===== config.mk =====
export PLATFORM = sky130hd
export DESIGN_NAME = transform_sequencer
export DESIGN_NICKNAME = d
export VERILOG_FILES = /design/src/rtl/transform_pkg.sv /design/src/rtl/transform_sequencer_rd_wait_timer.sv /design/src/rtl/transform_sequencer.sv
export SDC_FILE = /design/constraint.sdc
export NUM_CORES = 1
export LEC_CHECK = 0
export ABC_AREA = 1
export BUFFER_PORTS_ARGS = -buffer_cell sky130_fd_sc_hd__clkbuf_2
export CORE_UTILIZATION = 25
export CTS_BUF_LIST = sky130_fd_sc_hd__clkbuf_8
export CTS_CLUSTER_SIZE = 25
export DETAILED_ROUTE_END_ITERATION = 8
export PLACE_DENSITY = 0.51
export SYNTH_ARGS = -nofsm -noshare
export SYNTH_HDL_FRONTEND = slang
export SYNTH_HIERARCHICAL = 1
export SYNTH_SLANG_ARGS = --single-unit

===== constraint.sdc =====
create_clock -name clk -period 2.11 [get_ports clk]
set_input_delay 0.211 -clock clk [delete_from_list [all_inputs] [get_ports clk]]
set_output_delay 0.211 -clock clk [all_outputs]
set_load 0.01 [all_outputs]

===== src/rtl/transform_pkg.sv =====
// Shared constants for the transform sequencer: FSM encodings, line-pointer
// field positions and the display pad character.
package transform_pkg;

    // FSM state encodings
    localparam logic [2:0] IDLE     = 3'd0;
    localparam logic [2:0] PTR_WAIT = 3'd1;
    localparam logic [2:0] CHR_WAIT = 3'd2;
    localparam logic [2:0] EMIT     = 3'd3;
    localparam logic [2:0] NEXT     = 3'd4;
    localparam logic [2:0] FIN      = 3'd5;

    // line_ptr = {len, start}, each one char-memory address wide (8 bits)
    localparam int PTR_LEN_MSB   = 15;
    localparam int PTR_LEN_LSB   = 8;
    localparam int PTR_START_MSB = 7;
    localparam int PTR_START_LSB = 0;

    // Blank character used by the display side for padding
    localparam logic [7:0] PAD_CHAR = 8'h20;

endpackage


===== src/rtl/transform_sequencer_rd_wait_timer.sv =====
// Loadable down-counter covering the registered read latency of the line
// table and character memory. Loaded on the edge that updates the address;
// expired_o rises once RD_LAT further edges have passed, so the consumer
// samples the read data on edge RD_LAT+1 after the address update.
module rd_wait_timer #(
    parameter int RD_LAT = 1
) (
    input  logic clk,
    input  logic rst_n,
    input  logic load_i,
    output logic expired_o
);
    localparam int CNT_W = (RD_LAT < 1) ? 1 : $clog2(RD_LAT + 1);
    localparam logic [CNT_W-1:0] LOAD_VAL = CNT_W'(RD_LAT);

    logic [CNT_W-1:0] cnt_q;
    logic [CNT_W-1:0] cnt_d;

    // Next count: reload on request, otherwise count down and park at zero
    always_comb begin
        cnt_d = cnt_q;
        if (load_i) begin
            cnt_d = LOAD_VAL;
        end else if (cnt_q != '0) begin
            cnt_d = cnt_q - 1'b1;
        end
    end

    // Count register
    always_ff @(posedge clk or negedge rst_n) begin
        if (!rst_n) begin
            cnt_q <= '0;
        end else begin
            cnt_q <= cnt_d;
        end
    end

    assign expired_o = (cnt_q == '0);

endmodule


===== src/rtl/transform_sequencer.sv =====
// Walks a range of transform lines: fetches each line's {len,start} pointer,
// then reads that line's character pairs one at a time and streams them out
// as (lhs,rhs) beats with start/end-of-line markers. Fetches are not
// pipelined; one beat is produced per RD_LAT+2 cycles at best.
module transform_sequencer
    import transform_pkg::*;
#(
    parameter int ADDR_W = 8,
    parameter int LINE_W = 8,
    parameter int DATA_W = 16,
    parameter int RD_LAT = 1
) (
    input  logic                clk,
    input  logic                rst_n,
    input  logic                start,
    input  logic [LINE_W-1:0]   first_line,
    input  logic [LINE_W-1:0]   num_lines,
    output logic                busy,
    output logic                done,
    output logic [LINE_W-1:0]   line_idx,
    input  logic [2*ADDR_W-1:0] line_ptr,
    output logic [ADDR_W-1:0]   mem_addr,
    input  logic [DATA_W-1:0]   mem_dout,
    output logic                out_valid,
    input  logic                out_ready,
    output logic [DATA_W/2-1:0] out_lhs,
    output logic [DATA_W/2-1:0] out_rhs,
    output logic                out_sol,
    output logic                out_eol,
    output logic [LINE_W-1:0]   out_line
);
    localparam int HALF = DATA_W / 2;

    logic [2:0]        state_q,      state_d;
    logic              busy_q,       busy_d;
    logic              done_q,       done_d;
    logic [LINE_W-1:0] num_lines_q,  num_lines_d;
    logic [LINE_W-1:0] lines_done_q, lines_done_d;
    logic [LINE_W-1:0] line_idx_q,   line_idx_d;
    logic [ADDR_W-1:0] len_q,        len_d;
    logic [ADDR_W-1:0] count_q,      count_d;
    logic [ADDR_W-1:0] mem_addr_q,   mem_addr_d;
    logic              out_valid_q,  out_valid_d;
    logic [HALF-1:0]   out_lhs_q,    out_lhs_d;
    logic [HALF-1:0]   out_rhs_q,    out_rhs_d;
    logic              out_sol_q,    out_sol_d;
    logic              out_eol_q,    out_eol_d;
    logic [LINE_W-1:0] out_line_q,   out_line_d;

    logic              timer_load;
    logic              timer_expired;

    logic [ADDR_W-1:0] ptr_len;
    logic [ADDR_W-1:0] ptr_start;

    assign ptr_len   = line_ptr[PTR_LEN_MSB:PTR_LEN_LSB];
    assign ptr_start = line_ptr[PTR_START_MSB:PTR_START_LSB];

    // One timer serves both the pointer fetch and the character fetch
    rd_wait_timer #(
        .RD_LAT (RD_LAT)
    ) u_rd_wait_timer (
        .clk       (clk),
        .rst_n     (rst_n),
        .load_i    (timer_load),
        .expired_o (timer_expired)
    );

    // Sequencer next-state and datapath decisions
    always_comb begin
        state_d      = state_q;
        busy_d       = busy_q;
        done_d       = 1'b0;
        num_lines_d  = num_lines_q;
        lines_done_d = lines_done_q;
        line_idx_d   = line_idx_q;
        len_d        = len_q;
        count_d      = count_q;
        mem_addr_d   = mem_addr_q;
        out_valid_d  = out_valid_q;
        out_lhs_d    = out_lhs_q;
        out_rhs_d    = out_rhs_q;
        out_sol_d    = out_sol_q;
        out_eol_d    = out_eol_q;
        out_line_d   = out_line_q;
        timer_load   = 1'b0;

        case (state_q)
            IDLE: begin
                if (start) begin
                    busy_d       = 1'b1;
                    num_lines_d  = num_lines;
                    lines_done_d = '0;
                    if (num_lines == '0) begin
                        state_d = FIN;
                    end else begin
                        line_idx_d = first_line;
                        timer_load = 1'b1;
                        state_d    = PTR_WAIT;
                    end
                end
            end
            PTR_WAIT: begin
                if (timer_expired) begin
                    len_d = ptr_len;
                    if (ptr_len == '0) begin
                        // Empty line: nothing to emit
                        state_d = NEXT;
                    end else begin
                        mem_addr_d = ptr_start;
                        count_d    = '0;
                        timer_load = 1'b1;
                        state_d    = CHR_WAIT;
                    end
                end
            end
            CHR_WAIT: begin
                if (timer_expired) begin
                    out_lhs_d   = mem_dout[DATA_W-1:HALF];
                    out_rhs_d   = mem_dout[HALF-1:0];
                    out_valid_d = 1'b1;
                    out_sol_d   = (count_q == '0);
                    out_eol_d   = (count_q == (len_q - 1'b1));
                    out_line_d  = line_idx_q;
                    state_d     = EMIT;
                end
            end
            EMIT: begin
                // Beat registers stay frozen until the consumer takes it
                if (out_valid_q && out_ready) begin
                    out_valid_d = 1'b0;
                    count_d     = count_q + 1'b1;
                    if ((count_q + 1'b1) < len_q) begin
                        mem_addr_d = mem_addr_q + 1'b1;
                        timer_load = 1'b1;
                        state_d    = CHR_WAIT;
                    end else begin
                        state_d = NEXT;
                    end
                end
            end
            NEXT: begin
                lines_done_d = lines_done_q + 1'b1;
                if ((lines_done_q + 1'b1) == num_lines_q) begin
                    state_d = FIN;
                end else begin
                    line_idx_d = line_idx_q + 1'b1;
                    timer_load = 1'b1;
                    state_d    = PTR_WAIT;
                end
            end
            FIN: begin
                done_d  = 1'b1;
                busy_d  = 1'b0;
                state_d = IDLE;
            end
            default: begin
                state_d = IDLE;
            end
        endcase
    end

    // State and output registers; reset aborts any sequence immediately
    always_ff @(posedge clk or negedge rst_n) begin
        if (!rst_n) begin
            state_q      <= IDLE;
            busy_q       <= 1'b0;
            done_q       <= 1'b0;
            num_lines_q  <= '0;
            lines_done_q <= '0;
            line_idx_q   <= '0;
            len_q        <= '0;
            count_q      <= '0;
            mem_addr_q   <= '0;
            out_valid_q  <= 1'b0;
            out_lhs_q    <= '0;
            out_rhs_q    <= '0;
            out_sol_q    <= 1'b0;
            out_eol_q    <= 1'b0;
            out_line_q   <= '0;
        end else begin
            state_q      <= state_d;
            busy_q       <= busy_d;
            done_q       <= done_d;
            num_lines_q  <= num_lines_d;
            lines_done_q <= lines_done_d;
            line_idx_q   <= line_idx_d;
            len_q        <= len_d;
            count_q      <= count_d;
            mem_addr_q   <= mem_addr_d;
            out_valid_q  <= out_valid_d;
            out_lhs_q    <= out_lhs_d;
            out_rhs_q    <= out_rhs_d;
            out_sol_q    <= out_sol_d;
            out_eol_q    <= out_eol_d;
            out_line_q   <= out_line_d;
        end
    end

    assign busy      = busy_q;
    assign done      = done_q;
    assign line_idx  = line_idx_q;
    assign mem_addr  = mem_addr_q;
    assign out_valid = out_valid_q;
    assign out_lhs   = out_lhs_q;
    assign out_rhs   = out_rhs_q;
    assign out_sol   = out_sol_q;
    assign out_eol   = out_eol_q;
    assign out_line  = out_line_q;

endmodule

# After elaboration in Yosys (flattened, before gate mapping)
# Index checks and enable logic that the tools add are counted.
[classes]
n_addsub = 6
order_cmp = 1
eq_ne = 15
muxes = 40
n_bitwise = 1
n_reduce_logical = 19
[op_table]
columns = ["operator", "n"]
rows = [
  ["8-bit two-way mux", 11],
  ["8-bit one-hot mux with 2 select lines", 4],
  ["8-bit by 1-bit adder with 8-bit output (second input constant)", 4],
  ["8-bit zero test", 3],
  ["3-bit two-way mux", 8],
  ["8-bit == test", 2],
  ["2-bit != test (second input constant)", 8],
  ["3-bit one-hot mux with 5 select lines", 1],
  ["1-bit two-way mux", 13],
  ["4-bit AND reduction", 3],
  ["2-bit AND reduction", 5],
  ["8-bit less-than comparator", 1],
  ["2-bit nonzero test", 4],
  ["8-bit by 1-bit subtractor with 8-bit output (second input constant)", 1],
  ["3-bit by 2-bit == test with 1-bit output (second input constant)", 2],
  ["3-bit == test (second input constant)", 2],
  ["5-bit AND reduction", 1],
  ["1-bit one-hot mux with 2 select lines", 2],
  ["1-bit one-hot mux with 4 select lines", 1],
  ["3-bit by 1-bit == test with 1-bit output (second input constant)", 1],
  ["3-bit zero test", 1],
  ["3-bit AND reduction", 1],
  ["1-bit logical AND", 1],
  ["1-bit inverter", 1],
  ["1-bit subtractor (second input constant)", 1],
]
[totals]
regBits = 81
inputBits = 52
out_inout_bits = 45

# Depth between registers and ports, before layout
[depth]
ltp_word = 6
depth_mapped = 15
ltp_nobuf = 14

# Cells and area by module
# The synthesis kept the hierarchy.
[modules_own_cells]
columns = ["module", "n_inst", "cells_per_inst", "area_each_um2", "seq_area_each_um2"]
rows = [
  ["transform_sequencer", 1, 565, 4425.5, 2001.9],
  ["rd_wait_timer", 1, 2, 28.8, 25.0],
]

# Worst setup path after synthesis
# No wires, ideal clock.
[synth_timing]
kind = "register to register"
start = "reg count_q[2]"
end = "reg mem_addr_q[5], in the netlist mem_addr[5]"
setup_ns = 0.123
arrival_ns = 2.077
required_ns = 1.987
slack_ns = -0.090
stages_incl_launch_ff = 15
path_buffers = 1
path_cell_list = "dfrtp_1 -> nand3_1 -> nor3_1 -> nand2_1 -> xor2_1 -> inv_1 -> ha_1 -> a21oi_1 -> o21a_1 -> o21ai_0 -> nand2_1 -> nand2_4 -> buf_6 -> nand2_1 -> o21ai_1"
[synth_between]
elab_chain_cells = 4
[synth_rtl]
columns = ["element", "line_no", "source"]
rows = [
  ["from (decl)", "transform_sequencer.sv:41", "logic [ADDR_W-1:0] count_q, count_d;"],
  ["from (signal assigned)", "transform_sequencer.sv:189", "count_q <= count_d;"],
  ["8-bit by 1-bit adder with 8-bit output", "transform_sequencer.sv:133", "if ((count_q + 1'b1) < len_q) begin"],
  ["8-bit less-than comparator", "transform_sequencer.sv:133", ""],
  ["2-bit != test (no line)", "n/a", ""],
  ["5-bit AND reduction (no line)", "n/a", ""],
  ["to (signal assigned)", "transform_sequencer.sv:190", "mem_addr_q <= mem_addr_d;"],
  ["to (decl)", "transform_sequencer.sv:42", "logic [ADDR_W-1:0] mem_addr_q, mem_addr_d;"],
]
# No other way between the ends.
# A chain may end at the register's enable or synchronous reset.

# Final worst setup path
[layout_timing]
start = "reg count_q[1]"
end = "reg mem_addr_q[3], in the netlist mem_addr[3]"
# The elaborated chain is that of the path after synthesis.

==> flow_summary.json <==
{
  "syn_nets": 633,
  "first_pass_iters": 4,
  "grt_pass1_vias": 3748,
  "cp_slowest_cell": "dfrtp_1",
  "routedWlPerCell_um": 12.1,
  "critPathKind": "reg -> reg",
  "start_util_pct": 25.7,
  "dieArea_um2": 18400,
  "violations": "negative setup slack",
  "grt_first_pass_wirelength_um": 18400,
  "setup_viol": 10,
  "clock_latency_ns": 0.36,
  "place_area_um2": 5360,
  "end_kind": "flop",
  "rsz0062_at_grt": "yes",
  "layout.nets": 761,
  "antenna_cells": 0,
  "die_y_um": 135,
  "synth-main-ff-cell": "dfrtp_1",
  "via_per_inst": 4.24,
  "vdd_drop_max_v": 0.000512,
  "fmax_mhz": 461,
  "synth.distinct_cells": 39,
  "drt_wl_total_um": 11200,
  "rows": 48,
  "fin_ws_ns": -0.0600,
  "antenna_found_initial": 0,
  "syn_inst": 567,
  "clkPwrFrac_pct": 18.0,
  "cts-root-buf": "clkbuf_8",
  "core_area_um2": 17400,
  "crit_fanout": 8,
  "yosysWarnings": 6,
  "clock_sinks": 81,
  "hold_class": "in -> reg",
  "finalCritPeriodShare_pct": 103,
  "critical_path_buf_inv_count": 3,
  "seq_area_frac_synth_pct": 45.5,
  "die_w_um": 135,
  "vias": 3925,
  "drive_above_1_share_pct": 26.7,
  "place_congestion": 0.819,
  "min_period_ns": 2.17,
  "grt_start_max_net_pins": 82,
  "synth-seq-cells": 81,
  "drv_slew": 0,
  "path_cells": "buf_4 > buf_4 > inv_1 > ha_1 > ha_1 > a21oi_2 > o21a_1 > o21ai_2 > nand2_2 > nand2_4 > nand2_1 > o21ai_1",
  "fin_util_pct": 33.0,
  "netSwitchingFraction_pct": 42.1,
  "status": "finished with violations",
  "critPathArrivalTime_ns": 2.46,
  "cp.required_ns": 2.40,
  "p_comb_share_pct": 45.4,
  "path_clk_slew_ns": 0.08,
  "power_switching_mw": 3.04,
  "port-buffer-count": 96,
  "cts-htree-levels": 3,
  "ant_nets": 0,
  "synth_edf_count": 0,
  "fin_area_um2": 5730,
  "drt_iter0_markers": 199,
  "critPathMaxStageDelay_ns": 0.41,
  "grt_usage_pct": 13.0,
  "cts.path.max_buffers": 2,
  "synth_area_um2": 4450,
  "synth.avg_cell_area_um2": 7.86,
  "slew_headroom_pct": 70.7,
  "cap_violations": 0,
  "grt-ovfl-total": 0,
  "hold_slack_ns": 0.0428,
  "syn2layout_area_growth_pct": 28.6,
  "p_leak_nw": 2.96,
  "postSynth.asyncResetShare_pct": 100,
  "tightest_slew_ns": 0.440,
  "cell_internal_pwr_mw": 4.19,
  "cts_tree": "built",
  "dp_hpwl_um": 8150,
  "numCtsBuffers": 9,
  "finClkSkew_ns": 0.00682,
  "power_density_nw_per_um2": 1260,
  "drcViolationCount": 0,
  "crit_family": "adder cells",
  "hold_viol": 0,
  "ioPinCount": 97,
  "cp-start-kind": "flop",
  "pwr-share-seq_pct": 36.6
}
## power by group through the flow
stage	clock (mW)	combinational, mW	sequential, mW
6_report	1.30	3.28	2.65
5_1_grt	1.42	3.78	2.74
4_1_cts	1.37	3.30	2.65
3_5_place_dp	0	3.22	2.67
3_3_place_gp	0	3.20	2.66
2_1_floorplan	0	2.03	2.75
## synthesized netlist by cell type (5+ instances only)
library cell / number / area (µm²)
nand3_1: 34 / 170
inv_2: 7 / 26.3
dfrtp_1: 81 / 2030
inv_1: 57 / 214
nand2_1: 184 / 691
o22ai_1: 7 / 43.8
nor3_1: 10 / 50.1
a21oi_1: 10 / 50.1
mux2i_1: 5 / 50.1
o21ai_1: 6 / 30.0
nor2_1: 35 / 131
nand4_1: 9 / 56.3
xor2_1: 18 / 158
ha_1: 14 / 175
o21ai_0: 42 / 210
clkbuf_1: 6 / 22.5
## placed cells by master, fill, tap and decap left out, types with 3 or more instances in the layout
cell,count
clkbuf_8,11
nor2_2,5
o21ai_2,3
a21oi_2,3
o21ai_1,8
nor2_4,3
ha_1,11
nand2_1,181
buf_4,31
nand2_2,5
xor2_1,16
xnor2_1,4
dfrtp_1,81
clkbuf_2,95
o22ai_1,7
nand2_4,3
or2_2,3
nand4_1,9
nor3_1,9
nand3_1,33
inv_2,8
a21oi_1,7
nor2_1,34
mux2i_1,5
o21a_1,3
o21ai_0,38
inv_1,56
## worst reg2reg max path: stages, from the launching register on
cell and delay, ns:
dfrtp_1 0.41, buf_4 0.14, buf_4 0.13, inv_1 0.06, ha_1 0.24, ha_1 0.30
a21oi_2 0.05, o21a_1 0.17, o21ai_2 0.18, nand2_2 0.14, nand2_4 0.14, nand2_1 0.06
o21ai_1 0.07
## path summary, 6_finish.rpt
check                      cells after the start  slack [ns]          end   startpoint
max                                           12       -0.06  mem_addr[3]   count_q[1]
min                                            3        0.04   out_rhs[3]  mem_dout[3]
max reg2reg                                   12       -0.06  mem_addr[3]   count_q[1]
min reg2reg                                    2        0.48   out_rhs[5]   out_rhs[5]
max in group asynchronous                      3        1.35  mem_addr[5]        rst_n
min in group asynchronous                      3        0.43   out_lhs[5]        rst_n
## state kept, by name, indices dropped and copies added (netlist names), 3 cells and up
register	cells
mem_addr	8
len_q	8
count_q	8
out_lhs	8
out_line	8
line_idx	8
num_lines_q	8
lines_done_q	8
out_rhs	8
state_q	3
## cells by family (layout without fill, tap and decap cells)
logic type / count (synthesis) / in the layout / synth area share, %
simple gates: 292 / 293 / 28.4
flops: 81 / 81 / 45.5
compound gates: 77 / 77 / 9.83
buf+inv: 76 / 208 / 6.88
xor+xnor: 22 / 22 / 4.33
fa+ha+maj: 14 / 14 / 3.93
mux: 5 / 5 / 1.12
## metrics by stage
step / std cells / power [mW] / setup slack [ns] / setup TNS, ns
floorplan: 567 / 4.78 / 0.00107 / 0
global placement: 901 / 5.86 / -0.0426 / -0.153
detailed placement: 901 / 5.89 / -0.0977 / -0.626
CTS: 922 / 7.32 / -0.0233 / -0.0927
global route: 925 / 7.94 / -0.244 / -2.28
finish: 925 / 7.23 / -0.0600 / -0.445
## cell type report
cell class,count,area [µm²]
fillers,1879,11600
multi-input cells,411,2210
flip-flops and latches,81,2030
repair buffers,128,738
well taps,225,282
inverters,64,240
clock buffers,11,151
clock inverters,5,77.6
## metal layers
metal  up-vias  global-route usage, %  wire (µm)
met5         -                      0          0
met4         0                   4.74        200
met3        13                   3.22        524
met2        96                   19.6       4800
met1      1742                   17.7       5630
li1       2074                      -          -
## what timing repair did
| item | 4_1_cts | 5_1_grt |
|---|---|---|
| pin swaps | 3 | 8 |
| setup buffers | 3 | 3 |
| gates cloned | 1 | 0 |
| resized for setup | 13 | 6 |
| setup endpoints to repair | 10 | 11 |
| hold buffers | 1 | 0 |
| endpoints found under the hold margin | 81 | 0 |
(Power assumes the default switching activity.)
